`config.mk`:
```
export PLATFORM = sky130hd
export DESIGN_NAME = controlador_disco_flat
export DESIGN_NICKNAME = d
export VERILOG_FILES = /design/src/rtl/controlador_disco_pkg.sv /design/src/rtl/controlador_disco_if.sv /design/src/rtl/controlador_disco_contador_latencia.sv /design/src/rtl/controlador_disco.sv /design/src/flat_wrapper.sv
export SDC_FILE = /design/constraint.sdc
export NUM_CORES = 1
export LEC_CHECK = 0
export CAP_MARGIN = 5
export CORE_MARGIN = 1
export CORE_UTILIZATION = 40
export DETAILED_ROUTE_END_ITERATION = 10
export PLACE_DENSITY = 0.64
export SYNTH_ARGS = -nofsm -noshare
export SYNTH_HDL_FRONTEND = slang
export SYNTH_SLANG_ARGS = --single-unit
```
`constraint.sdc`:
```
create_clock -name clock -period 9.5 [get_ports clock]
set_input_delay 1.9 -clock clock [delete_from_list [all_inputs] [get_ports clock]]
set_output_delay 1.9 -clock clock [all_outputs]
set_load 0.05 [all_outputs]
```
`src/rtl/controlador_disco_pkg.sv`:
```
// Shared definitions for the disk boot/load controller.
// Holds the controller state encoding and the disk address/data widths that
// are also used by the disk ROM and the PC, plus the range-check helper.
package controlador_disco_pkg;

    localparam int DISK_ADDR_W = 26;
    localparam int DATA_W      = 32;

    typedef enum logic [1:0] {
        ST_IDLE  = 2'd0,
        ST_READ  = 2'd1,
        ST_WRITE = 2'd2,
        ST_DONE  = 2'd3
    } estado_t;

    // True when base+len runs past the disk end. The sum is one bit wider
    // than the address, so a request near the top of the space cannot wrap.
    function automatic logic fuera_de_rango(
        input logic [DISK_ADDR_W-1:0] base,
        input logic [DISK_ADDR_W-1:0] len_ext,
        input logic [DISK_ADDR_W:0]   size
    );
        return ({1'b0, base} + {1'b0, len_ext}) > size;
    endfunction

endpackage

```
`src/rtl/controlador_disco_if.sv`:
```
// Bus bundle between the load controller, its requester (CPU/OS), the disk
// ROM and the instruction-memory write port.
//   master : requester/disk side  (drives start, bases, length, abort, disk_data)
//   slave  : controller side      (drives disk_addr, mem_*, busy, done, error,
//                                   words_copied)
interface controlador_disco_if #(
    parameter int MEM_ADDR_W = 10,
    parameter int LEN_W      = 16
);
    import controlador_disco_pkg::*;

    logic                   start;
    logic [DISK_ADDR_W-1:0] src_base;
    logic [MEM_ADDR_W-1:0]  dst_base;
    logic [LEN_W-1:0]       length;
    logic                   abort;
    logic [DISK_ADDR_W-1:0] disk_addr;
    logic [DATA_W-1:0]      disk_data;
    logic [MEM_ADDR_W-1:0]  mem_addr;
    logic [DATA_W-1:0]      mem_data;
    logic                   mem_we;
    logic                   busy;
    logic                   done;
    logic                   error;
    logic [LEN_W-1:0]       words_copied;

    modport master (
        output start, src_base, dst_base, length, abort, disk_data,
        input  disk_addr, mem_addr, mem_data, mem_we, busy, done, error, words_copied
    );

    modport slave (
        input  start, src_base, dst_base, length, abort, disk_data,
        output disk_addr, mem_addr, mem_data, mem_we, busy, done, error, words_copied
    );

endinterface

```
`src/rtl/controlador_disco_contador_latencia.sv`:
```
// Loadable down-counter that times the disk access.
// Ports: clock_i/reset_i (async active-high), load_i reloads LATENCY-1,
// en_i counts down while the access is in progress, ready_o is high on the
// last cycle of the access (combinational from the count).
module contador_latencia #(
    parameter int LATENCY = 1
) (
    input  logic clock_i,
    input  logic reset_i,
    input  logic load_i,
    input  logic en_i,
    output logic ready_o
);

    localparam int              CNT_W = (LATENCY > 1) ? $clog2(LATENCY) : 1;
    localparam logic [CNT_W-1:0] CARGA = CNT_W'(LATENCY - 1);

    logic [CNT_W-1:0] cnt_q;
    logic [CNT_W-1:0] cnt_d;

    assign ready_o = en_i && (cnt_q == {CNT_W{1'b0}});

    // Next count: reload on a new access, otherwise count down to zero.
    always_comb begin
        cnt_d = cnt_q;
        if (load_i) begin
            cnt_d = CARGA;
        end else if (en_i && (cnt_q != {CNT_W{1'b0}})) begin
            cnt_d = cnt_q - {{(CNT_W-1){1'b0}}, 1'b1};
        end else begin
            cnt_d = cnt_q;
        end
    end

    // Count register.
    always_ff @(posedge clock_i or posedge reset_i) begin
        if (reset_i) begin
            cnt_q <= {CNT_W{1'b0}};
        end else begin
            cnt_q <= cnt_d;
        end
    end

endmodule

```
`src/rtl/controlador_disco.sv`:
```
// Boot/load controller: copies `length` words from the disk ROM, starting at
// src_base, into instruction memory starting at dst_base, one word per
// DISK_LATENCY+1 cycles.
// Ports: clock, reset (async active-high), bus (slave side of
// controlador_disco_if: request/abort in, disk address out / data in,
// instruction-memory write port and busy/done/error/words_copied status out).
// All bus outputs are registered.
module controlador_disco
    import controlador_disco_pkg::*;
#(
    parameter int DISK_SIZE    = 16,
    parameter int DISK_LATENCY = 1,
    parameter int MEM_ADDR_W   = 10,
    parameter int LEN_W        = 16
) (
    input  logic                clock,
    input  logic                reset,
    controlador_disco_if.slave  bus
);

    localparam int                  AW        = DISK_ADDR_W;
    localparam logic [AW:0]         SIZE_EXT  = DISK_SIZE[AW:0];
    localparam logic [LEN_W-1:0]    UNO       = {{(LEN_W-1){1'b0}}, 1'b1};

    estado_t                state_q, state_d;
    logic [AW-1:0]          src_q, src_d;
    logic [MEM_ADDR_W-1:0]  dst_q, dst_d;
    logic [LEN_W-1:0]       len_q, len_d;
    logic [LEN_W-1:0]       wc_q, wc_d;
    logic                   rechazo_q, rechazo_d;

    logic [AW-1:0]          disk_addr_q, disk_addr_d;
    logic [MEM_ADDR_W-1:0]  mem_addr_q, mem_addr_d;
    logic [DATA_W-1:0]      mem_data_q, mem_data_d;
    logic                   mem_we_q, mem_we_d;
    logic                   busy_q, busy_d;
    logic                   done_q, done_d;
    logic                   error_q, error_d;

    logic                   lat_load_s;
    logic                   lat_ready_s;

    // Reload the latency counter on every entry into READ.
    assign lat_load_s = (state_d == ST_READ) && (state_q != ST_READ);

    contador_latencia #(
        .LATENCY (DISK_LATENCY)
    ) u_contador_latencia (
        .clock_i (clock),
        .reset_i (reset),
        .load_i  (lat_load_s),
        .en_i    (state_q == ST_READ),
        .ready_o (lat_ready_s)
    );

    // State register and request/progress registers.
    always_ff @(posedge clock or posedge reset) begin
        if (reset) begin
            state_q   <= ST_IDLE;
            src_q     <= {AW{1'b0}};
            dst_q     <= {MEM_ADDR_W{1'b0}};
            len_q     <= {LEN_W{1'b0}};
            wc_q      <= {LEN_W{1'b0}};
            rechazo_q <= 1'b0;
        end else begin
            state_q   <= state_d;
            src_q     <= src_d;
            dst_q     <= dst_d;
            len_q     <= len_d;
            wc_q      <= wc_d;
            rechazo_q <= rechazo_d;
        end
    end

    // Next-state logic: request acceptance, per-word sequencing and abort.
    always_comb begin
        state_d   = state_q;
        src_d     = src_q;
        dst_d     = dst_q;
        len_d     = len_q;
        wc_d      = wc_q;
        rechazo_d = rechazo_q;
        case (state_q)
            ST_IDLE: begin
                if (bus.start) begin
                    src_d     = bus.src_base;
                    dst_d     = bus.dst_base;
                    len_d     = bus.length;
                    wc_d      = {LEN_W{1'b0}};
                    rechazo_d = 1'b0;
                    if (bus.length == {LEN_W{1'b0}}) begin
                        state_d = ST_DONE;
                    end else if (fuera_de_rango(bus.src_base, AW'(bus.length), SIZE_EXT)) begin
                        rechazo_d = 1'b1;
                        state_d   = ST_DONE;
                    end else begin
                        state_d = ST_READ;
                    end
                end else begin
                    state_d = ST_IDLE;
                end
            end
            ST_READ: begin
                if (bus.abort) begin
                    state_d = ST_IDLE;
                end else if (lat_ready_s) begin
                    state_d = ST_WRITE;
                end else begin
                    state_d = ST_READ;
                end
            end
            ST_WRITE: begin
                // The write in this cycle always lands, even when aborted.
                wc_d = wc_q + UNO;
                if (bus.abort) begin
                    state_d = ST_IDLE;
                end else if ((wc_q + UNO) == len_q) begin
                    state_d = ST_DONE;
                end else begin
                    state_d = ST_READ;
                end
            end
            ST_DONE: begin
                state_d = ST_IDLE;
            end
            default: begin
                state_d = ST_IDLE;
            end
        endcase
    end

    // Output next values, derived from the state being entered so that the
    // registered outputs line up with that state.
    always_comb begin
        busy_d      = (state_d == ST_READ) || (state_d == ST_WRITE);
        mem_we_d    = (state_d == ST_WRITE);
        done_d      = (state_d == ST_DONE);
        error_d     = (state_d == ST_DONE) && rechazo_d;
        disk_addr_d = (state_d == ST_READ)
                      ? (src_d + {{(AW-LEN_W){1'b0}}, wc_d})
                      : disk_addr_q;
        // Destination address wraps modulo the memory size by truncation.
        mem_addr_d  = (state_d == ST_WRITE)
                      ? (dst_q + MEM_ADDR_W'(wc_q))
                      : mem_addr_q;
        mem_data_d  = (state_d == ST_WRITE) ? bus.disk_data : mem_data_q;
    end

    // Output registers.
    always_ff @(posedge clock or posedge reset) begin
        if (reset) begin
            busy_q      <= 1'b0;
            mem_we_q    <= 1'b0;
            done_q      <= 1'b0;
            error_q     <= 1'b0;
            disk_addr_q <= {AW{1'b0}};
            mem_addr_q  <= {MEM_ADDR_W{1'b0}};
            mem_data_q  <= {DATA_W{1'b0}};
        end else begin
            busy_q      <= busy_d;
            mem_we_q    <= mem_we_d;
            done_q      <= done_d;
            error_q     <= error_d;
            disk_addr_q <= disk_addr_d;
            mem_addr_q  <= mem_addr_d;
            mem_data_q  <= mem_data_d;
        end
    end

    assign bus.busy         = busy_q;
    assign bus.mem_we       = mem_we_q;
    assign bus.done         = done_q;
    assign bus.error        = error_q;
    assign bus.disk_addr    = disk_addr_q;
    assign bus.mem_addr     = mem_addr_q;
    assign bus.mem_data     = mem_data_q;
    assign bus.words_copied = wc_q;

endmodule

```
`src/flat_wrapper.sv`:
```
// flat-port wrapper written by rule: the top's interface ports become plain ports
module controlador_disco_flat import controlador_disco_pkg::*;
#(
    parameter int DISK_SIZE    = 16,
    parameter int DISK_LATENCY = 1,
    parameter int MEM_ADDR_W   = 10,
    parameter int LEN_W        = 16
)
  (clock, reset, bus_start, bus_src_base, bus_dst_base, bus_length, bus_abort, bus_disk_data, bus_disk_addr, bus_mem_addr, bus_mem_data, bus_mem_we, bus_busy, bus_done, bus_error, bus_words_copied);
  controlador_disco_if #(.MEM_ADDR_W(MEM_ADDR_W), .LEN_W(LEN_W)) bus_i ();
  input  logic clock;
  input  logic reset;
  input wire logic [$bits(bus_i.start)-1:0] bus_start;
  input wire logic [$bits(bus_i.src_base)-1:0] bus_src_base;
  input wire logic [$bits(bus_i.dst_base)-1:0] bus_dst_base;
  input wire logic [$bits(bus_i.length)-1:0] bus_length;
  input wire logic [$bits(bus_i.abort)-1:0] bus_abort;
  input wire logic [$bits(bus_i.disk_data)-1:0] bus_disk_data;
  output wire logic [$bits(bus_i.disk_addr)-1:0] bus_disk_addr;
  output wire logic [$bits(bus_i.mem_addr)-1:0] bus_mem_addr;
  output wire logic [$bits(bus_i.mem_data)-1:0] bus_mem_data;
  output wire logic [$bits(bus_i.mem_we)-1:0] bus_mem_we;
  output wire logic [$bits(bus_i.busy)-1:0] bus_busy;
  output wire logic [$bits(bus_i.done)-1:0] bus_done;
  output wire logic [$bits(bus_i.error)-1:0] bus_error;
  output wire logic [$bits(bus_i.words_copied)-1:0] bus_words_copied;
  assign bus_i.start = bus_start;
  assign bus_i.src_base = bus_src_base;
  assign bus_i.dst_base = bus_dst_base;
  assign bus_i.length = bus_length;
  assign bus_i.abort = bus_abort;
  assign bus_i.disk_data = bus_disk_data;
  assign bus_disk_addr = bus_i.disk_addr;
  assign bus_mem_addr = bus_i.mem_addr;
  assign bus_mem_data = bus_i.mem_data;
  assign bus_mem_we = bus_i.mem_we;
  assign bus_busy = bus_i.busy;
  assign bus_done = bus_i.done;
  assign bus_error = bus_i.error;
  assign bus_words_copied = bus_i.words_copied;
  controlador_disco #(.DISK_SIZE(DISK_SIZE), .DISK_LATENCY(DISK_LATENCY), .MEM_ADDR_W(MEM_ADDR_W), .LEN_W(LEN_W)) u_core (.clock(clock), .reset(reset), .bus(bus_i));
endmodule
```
# Yosys cells after proc, flatten, opt, wreduce, memory -nomap -nowiden
# Cells that the tools add are included.
dict set report classes {
  addsub 5
  n_mul 0
  n_div 0
  n_lt_le_gt_ge 1
  eq_ne 8
  shift 0
  muxes 18
  n_bitwise 1
  reduce_logical 9
}
# cell n
set op_table {}
lappend op_table {{two-way mux 26 bit} 2}
lappend op_table {{case mux 16 bit (2 select lines)} 1}
lappend op_table {{adder 26 x 16 -> 27 bit} 1}
lappend op_table {{> comparator 27 x 5 -> 1 bit, second input constant} 1}
lappend op_table {{adder 26 x 16 -> 26 bit} 1}
lappend op_table {{adder 16 x 1 -> 16 bit, second input constant} 1}
lappend op_table {{equality test 16 bit} 1}
lappend op_table {{logical NOT 16 bit} 1}
lappend op_table {{two-way mux 16 bit} 1}
lappend op_table {{two-way mux 2 bit} 7}
lappend op_table {{adder 10 bit} 1}
lappend op_table {{equality test 2 bit, second input constant} 4}
lappend op_table {{case mux 2 bit (4 select lines)} 1}
lappend op_table {{two-way mux 1 bit} 6}
lappend op_table {{equality test 2 x 1 -> 1 bit, second input constant} 2}
lappend op_table {{logical AND 1 bit} 4}
lappend op_table {{logical NOT 2 bit} 1}
lappend op_table {{!= test 2 x 1 -> 1 bit, second input constant} 1}
lappend op_table {{AND reduction 2 bit} 1}
lappend op_table {{nonzero test 2 bit} 1}
lappend op_table {{logical OR 1 bit} 1}
lappend op_table {{inverter 1 bit} 1}
lappend op_table {{subtractor 1 bit, second input constant} 1}
dict set report totals {
  regBits 144
  latch_bits 0
  ram_bits 0
  rom_bits 0
  input_bits 88
  output_inout_bits 88
  word_cells 56
  memories 0
}

# Longest topological paths before layout
dict set report logic_depth {
  ltp_word 9
  mapped_depth 17
  ltp_nobuf 15
}

# Cells and area by module
# From an unflattened synthesis, not the netlist that was laid out.
dict set report unflattened {
  hier_cells 872
  hier_area_um2 8774.7
}
# module n_inst cells_per_inst area_each_um2 seq_area_each_um2
set modules_own_cells {}
lappend modules_own_cells {controlador_disco 1 868 8724.6 3578.4}
lappend modules_own_cells {contador_latencia 1 4 50.0 25.0}

# Least setup slack after synthesis
# No wires, ideal clock.
dict set report synth_path {
  path_kind {in2reg}
  from {input port bus_start}
  to {register u_core.disk_addr_q[19] (netlist: u_core.bus.disk_addr[19])}
  setup_time_ns 0.124
  arrival_time_ns 5.502
  required_ns 9.376
  path_slack_ns 3.874
  cell_stages 14
  path_buffers 3
  cell_sequence {nor3b_2 clkbuf_1 buf_6 clkbuf_1 mux2_2 ha_1 a21o_1 a21oi_1 o2111ai_1 nor2_1 o21ai_1 a211oi_2 mux2i_1 a211o_1}
}
dict set report synth_via {
  elab_chain_cells 3
  elab_cells_between_ends 8
  cone_classes {add/sub (1); eq/ne (1); mux (6)}
}
# element line_no
set synth_rtl {}
lappend synth_rtl {{from (decl)} flat_wrapper.sv:13} ;# input wire logic [$bits(bus_i.start)-1:0] bus_start;
lappend synth_rtl {{two-way mux 26 bit} controlador_disco.sv:85} ;# if (bus.start) begin
lappend synth_rtl {{two-way mux 26 bit} controlador_disco.sv:83} ;# case (state_q)
lappend synth_rtl {{via u_core.src_d[6]} controlador_disco.sv:26} ;# logic [AW-1:0] src_q, src_d;
lappend synth_rtl {{adder 26 x 16 -> 26 bit} controlador_disco.sv:140} ;# ? (src_d + {{(AW-LEN_W){1'b0}}, wc_d})
lappend synth_rtl {{to (signal assigned)} controlador_disco.sv:156} ;# disk_addr_q <= {AW{1'b0}};
lappend synth_rtl {{to (signal assigned)} controlador_disco.sv:164} ;# disk_addr_q <= disk_addr_d;
lappend synth_rtl {{to (decl)} controlador_disco.sv:32} ;# logic [AW-1:0] disk_addr_q, disk_addr_d;
# The timed path passes the listed nets, and every way through them passes these cells.
# A chain may end at the register's enable or synchronous reset.

# Worst setup path after layout
dict set report layout_path {
  from {input port bus_length[0]}
  to {register u_core.disk_addr_q[17] (netlist: u_core.bus.disk_addr[17])}
}
dict set report layout_via {
  elab_chain_cells 7
  elab_cells_between_ends 8
  cone_classes {add/sub (1); order compare (1); eq/ne (1); mux (4); reduce/logical (1)}
}
# element line_no
set layout_rtl {}
lappend layout_rtl {{from (decl)} flat_wrapper.sv:16} ;# input wire logic [$bits(bus_i.length)-1:0] bus_length;
lappend layout_rtl {{adder 26 x 16 -> 27 bit} controlador_disco_pkg.sv:23} ;# return ({1'b0, base} + {1'b0, len_ext}) > size;
lappend layout_rtl {{> comparator 27 x 5 -> 1 bit} controlador_disco_pkg.sv:23}
lappend layout_rtl {{two-way mux 2 bit} controlador_disco.sv:93} ;# end else if (fuera_de_rango(bus.src_base, AW'(bus.length), SIZE_EXT)) begin
lappend layout_rtl {{two-way mux 2 bit *} controlador_disco.sv:91} ;# if (bus.length == {LEN_W{1'b0}}) begin
lappend layout_rtl {{two-way mux 2 bit *} controlador_disco.sv:85}
lappend layout_rtl {{case mux 2 bit (4 select lines) *} controlador_disco.sv:83}
lappend layout_rtl {{equality test 2 x 1 -> 1 bit *} controlador_disco.sv:139} ;# disk_addr_d = (state_d == ST_READ)
# Every way passes the cells marked *; elsewhere a longest branch is shown, timed or not.

==> flow_summary_export.csv <==
group,metric,value,unit
timing,hold_violations,0,
routing,drt_drc_violations_left,0,
floorplanning,num_io_pins,176,
routing,routed_via_density,5.54,
clocking,cts_tree,"done",
floorplanning,rows,53,
yosys,largest_family_of_logic_cells_by_synthesized_area,"compound AO/OA/AOI/OAI gates",
power,power_density_cells,335,nW/um^2
power,p_leak,4.75,nW
power,max-vdd-ir-drop,0.165,mV
timing,report.final.slew_viol_count,0,
worst_setup_path,setup.worst_path.class,"input port to flop",
yosys,async_reset_ff_share,100,%
worst_setup_path,r2r_slack,4.84,ns
yosys,synth_cells,861,
grt,overflow,0,
yosys,post_synth_and_or_nand_nor_area_fraction,13.9,%
timing,headroom_to_the_max_slew_limit,25.8,%
yosys,synth_enable_flop_cells,0,
place,area_after_dpl,10700,um^2
place,portBuffers,175,
routing,route.vias.total,7276,
clocking,cts_repair_resize_count,0,
clocking,cts_post_setup_buffers_inserted,0,
clocking,clock_insertion_delay_worst_skew,0.43,ns
worst_setup_path,critical_path_source_type,"input port",
routing,drt.antenna.violating_nets,0,
yosys,complex_gate_fraction_of_the_synthesized_area,16.6,%
grt,antenna_found_initial,0,
timing,final.setup.worst_slack,3.06,ns
grt,total_global_routing_track_utilization,22.8,%
finish,final_design_area_no_fill,11300,um^2
yosys,yosysUniqueCellTypes,74,
finish,nNetsFinal,1163,
finish,mostFrequentLayoutCell,"clkdlybuf4s50_1",
place,dpl.hpwl,19.1,mm
timing,clock.fmax,0.155,GHz
finish,multi_input_comb_area,4820,um^2
finish,final_layout_fill_cell_count,1962,
floorplanning,start_util,41.1,%
floorplanning,die-width,150,um
yosys,ys_dominant_reg_cell,"dfrtp_1",
clocking,cts_root_buf,"clkbuf_16",
floorplanning,total_die_area,22400,um^2
routing,drt-total-wl,25.1,mm
timing,rsz0062_at_grt,"false",
grt,grt_pass1_wl,39.3,mm
place,preCtsSetupSlack,2.65,ns
finish,antenna_fix_cells,0,
finish,final_layout_size_suffix_gt1_share,13.0,%
clocking,cts.hold.buffers_added,0,
grt,first_global_vias,6930,
yosys,synth_xor_area_share,4.22,%
place,gpl.final_weighted_congestion,0.894,
clocking,cts_inserted_buffers,17,
outcome,status,"complete, no violations",
finish,areaGrowthSynthToFinish,29.1,%
job,maxCapViolations,0,
yosys,synthesis.nets,998,
yosys,synth_area,8730,um^2
clocking,htreeDepth,4,
yosys,ys_warns,0,
hold_path,hold_class,"flop to flop",
routing,drt_first_pass_iters,5,
clocking,max-clock-path-buffers,2,
timing,finalSetupViolCount,0,
yosys,proportion_of_synthesized_chip_area_in_sequential_cells,41.3,%
clocking,clock_tree_sinks,144,
timing,finalCritPeriodShare,67.8,%
finish,final_cell_mix,"clkdlybuf4s50_1, dfrtp_1, mux2_2, o21ai_0, nand2_1",
timing,finClkSkew,0.0110,ns
routing,wire_per_inst,19.1,um
yosys,yosys_reg_bits,144,
yosys,share_of_synthesized_area_spent_on_multiplexers,13.1,%
floorplanning,dieHeight,150,um
timing,transition_time_of_the_tightest_slew_check_pin,1.11,ns
worst_setup_path,worst_setup_path_end_kind,"flop",
clocking,clkSlewWorstSetupHoldPaths,0.06,ns
timing,totalNegativeSetupSlack,0,ns
finish,sequential_cell_area,3600,um^2
worst_setup_path,worstPathRequired,9.84,ns
grt,maximum_number_of_pins_on_one_net_before_global_route_repair,95,
routing,first_iter_violations,544,
yosys,synthesis.area_per_instance,10.1,um^2
timing,hold-worst-slack,0.487,ns
yosys,synth_fa_ha_area_share,7.28,%
timing,period_minus_slack,6.44,ns
worst_setup_path,wp_data_arrival,6.78,ns
floorplanning,core_area,21200,um^2
worst_setup_path,path_max_fanout,29,
-- sequential cells by signal, summed over array words and instances (netlist names), 2 cells and up --
name and count:
u_core.dst_q 10, u_core.state_q 2, u_core.bus.mem_data 32, u_core.bus.words_copied 16, u_core.len_q 16, u_core.bus.disk_addr 26, u_core.bus.mem_addr 10, u_core.src_q 26
-- final timing paths --
check,startpoint,endpoint,cells after the start
min,u_core.bus.mem_addr[4],u_core.bus.mem_addr[4],1
max reg2reg,u_core.bus.words_copied[0],u_core.bus.mem_addr[4],12
min reg2reg,u_core.bus.mem_addr[4],u_core.bus.mem_addr[4],1
max,bus_length[0],u_core.bus.disk_addr[17],17
max in group asynchronous,reset,u_core.src_q[15],3
min in group asynchronous,reset,u_core.bus.mem_data[15],2
-- per-layer routing --
| metal | GRT usage [%] | up-vias | part of all wire (%) |
|---|---|---|---|
| li1 | - | 3517 | - |
| met1 | 32.9 | 3549 | 48 |
| met2 | 35.5 | 186 | 47 |
| met3 | 3.81 | 24 | 4.6 |
| met4 | 5.66 | 0 | 1.3 |
| met5 | 0 | - | 0 |
-- per-stage QoR --
| step | utilization, % | power, mW | std cells |
|---|---|---|---|
| floorplan | - | 2.50 | 861 |
| global placement | 50.4 | 3.12 | 1282 |
| detailed placement | 50.4 | 3.14 | 1282 |
| CTS | 53.1 | 3.81 | 1313 |
| global route | 53.1 | 4.00 | 1313 |
| finish | 53.1 | 3.78 | 1313 |
-- cells by family after synthesis --
| logic type | Yosys count |
|---|---|
| xor+xnor | 42 |
| compound gates | 215 |
| flops | 144 |
| buf+inv | 73 |
| simple gates | 235 |
| fa+ha+maj | 49 |
| mux | 103 |
-- cell usage after synthesis, drive strengths merged (9+ instances only) --
cell type,count,area share [%]
nand2,60,2.6
mux2,91,12
a211oi,15,1.3
nor4,13,0.93
and3,9,0.65
inv,41,1.8
mux2i,12,1.4
clkbuf,18,0.77
ha,46,6.6
a21oi,38,2.2
o21a,13,1.1
o21ai,64,3.7
xnor2,25,2.5
nand2b,10,0.72
dfrtp,144,41
nor2b,11,0.79
nand3,21,1.2
nor2,45,1.9
a21o,17,1.5
buf,14,0.99
nor3,18,1.0
nand4,18,1.3
xor2,17,1.7
o31ai,9,0.77
-- worst max-delay path, stage by stage --
cell and delay, ns:
clkdlybuf4s50_1 0.46, ha_1 0.24, inv_1 0.07, fa_1 0.20
nor2b_1 0.08, o31ai_1 0.53, a211oi_1 0.18, or3b_1 0.41
a221oi_1 0.38, nand4_1 0.17, and4b_1 0.36, a41o_1 0.22
ha_1 0.15, buf_4 0.29, inv_1 0.47, or3_1 0.50
o211ai_1 0.15
-- power by group --
part | switching (mW) | internal, mW | total [mW]
clock network | 0.282 | 0.366 | 0.648
registers | 0.169 | 0.898 | 1.07
logic | 1.24 | 0.822 | 2.06
total | 1.69 | 2.09 | 3.78
-- area by class of cell --
type,instances,area share (%)
Tap cell,275,3.05
Multi-Input combinational cell,644,42.8
Clock inverter,12,1.13
Clock buffer,19,3.84
Timing Repair Buffer,178,15.7
Sequential cell,144,32.0
Inverter,41,1.41
No activity file was read; power rests on OpenSTA's default activity.
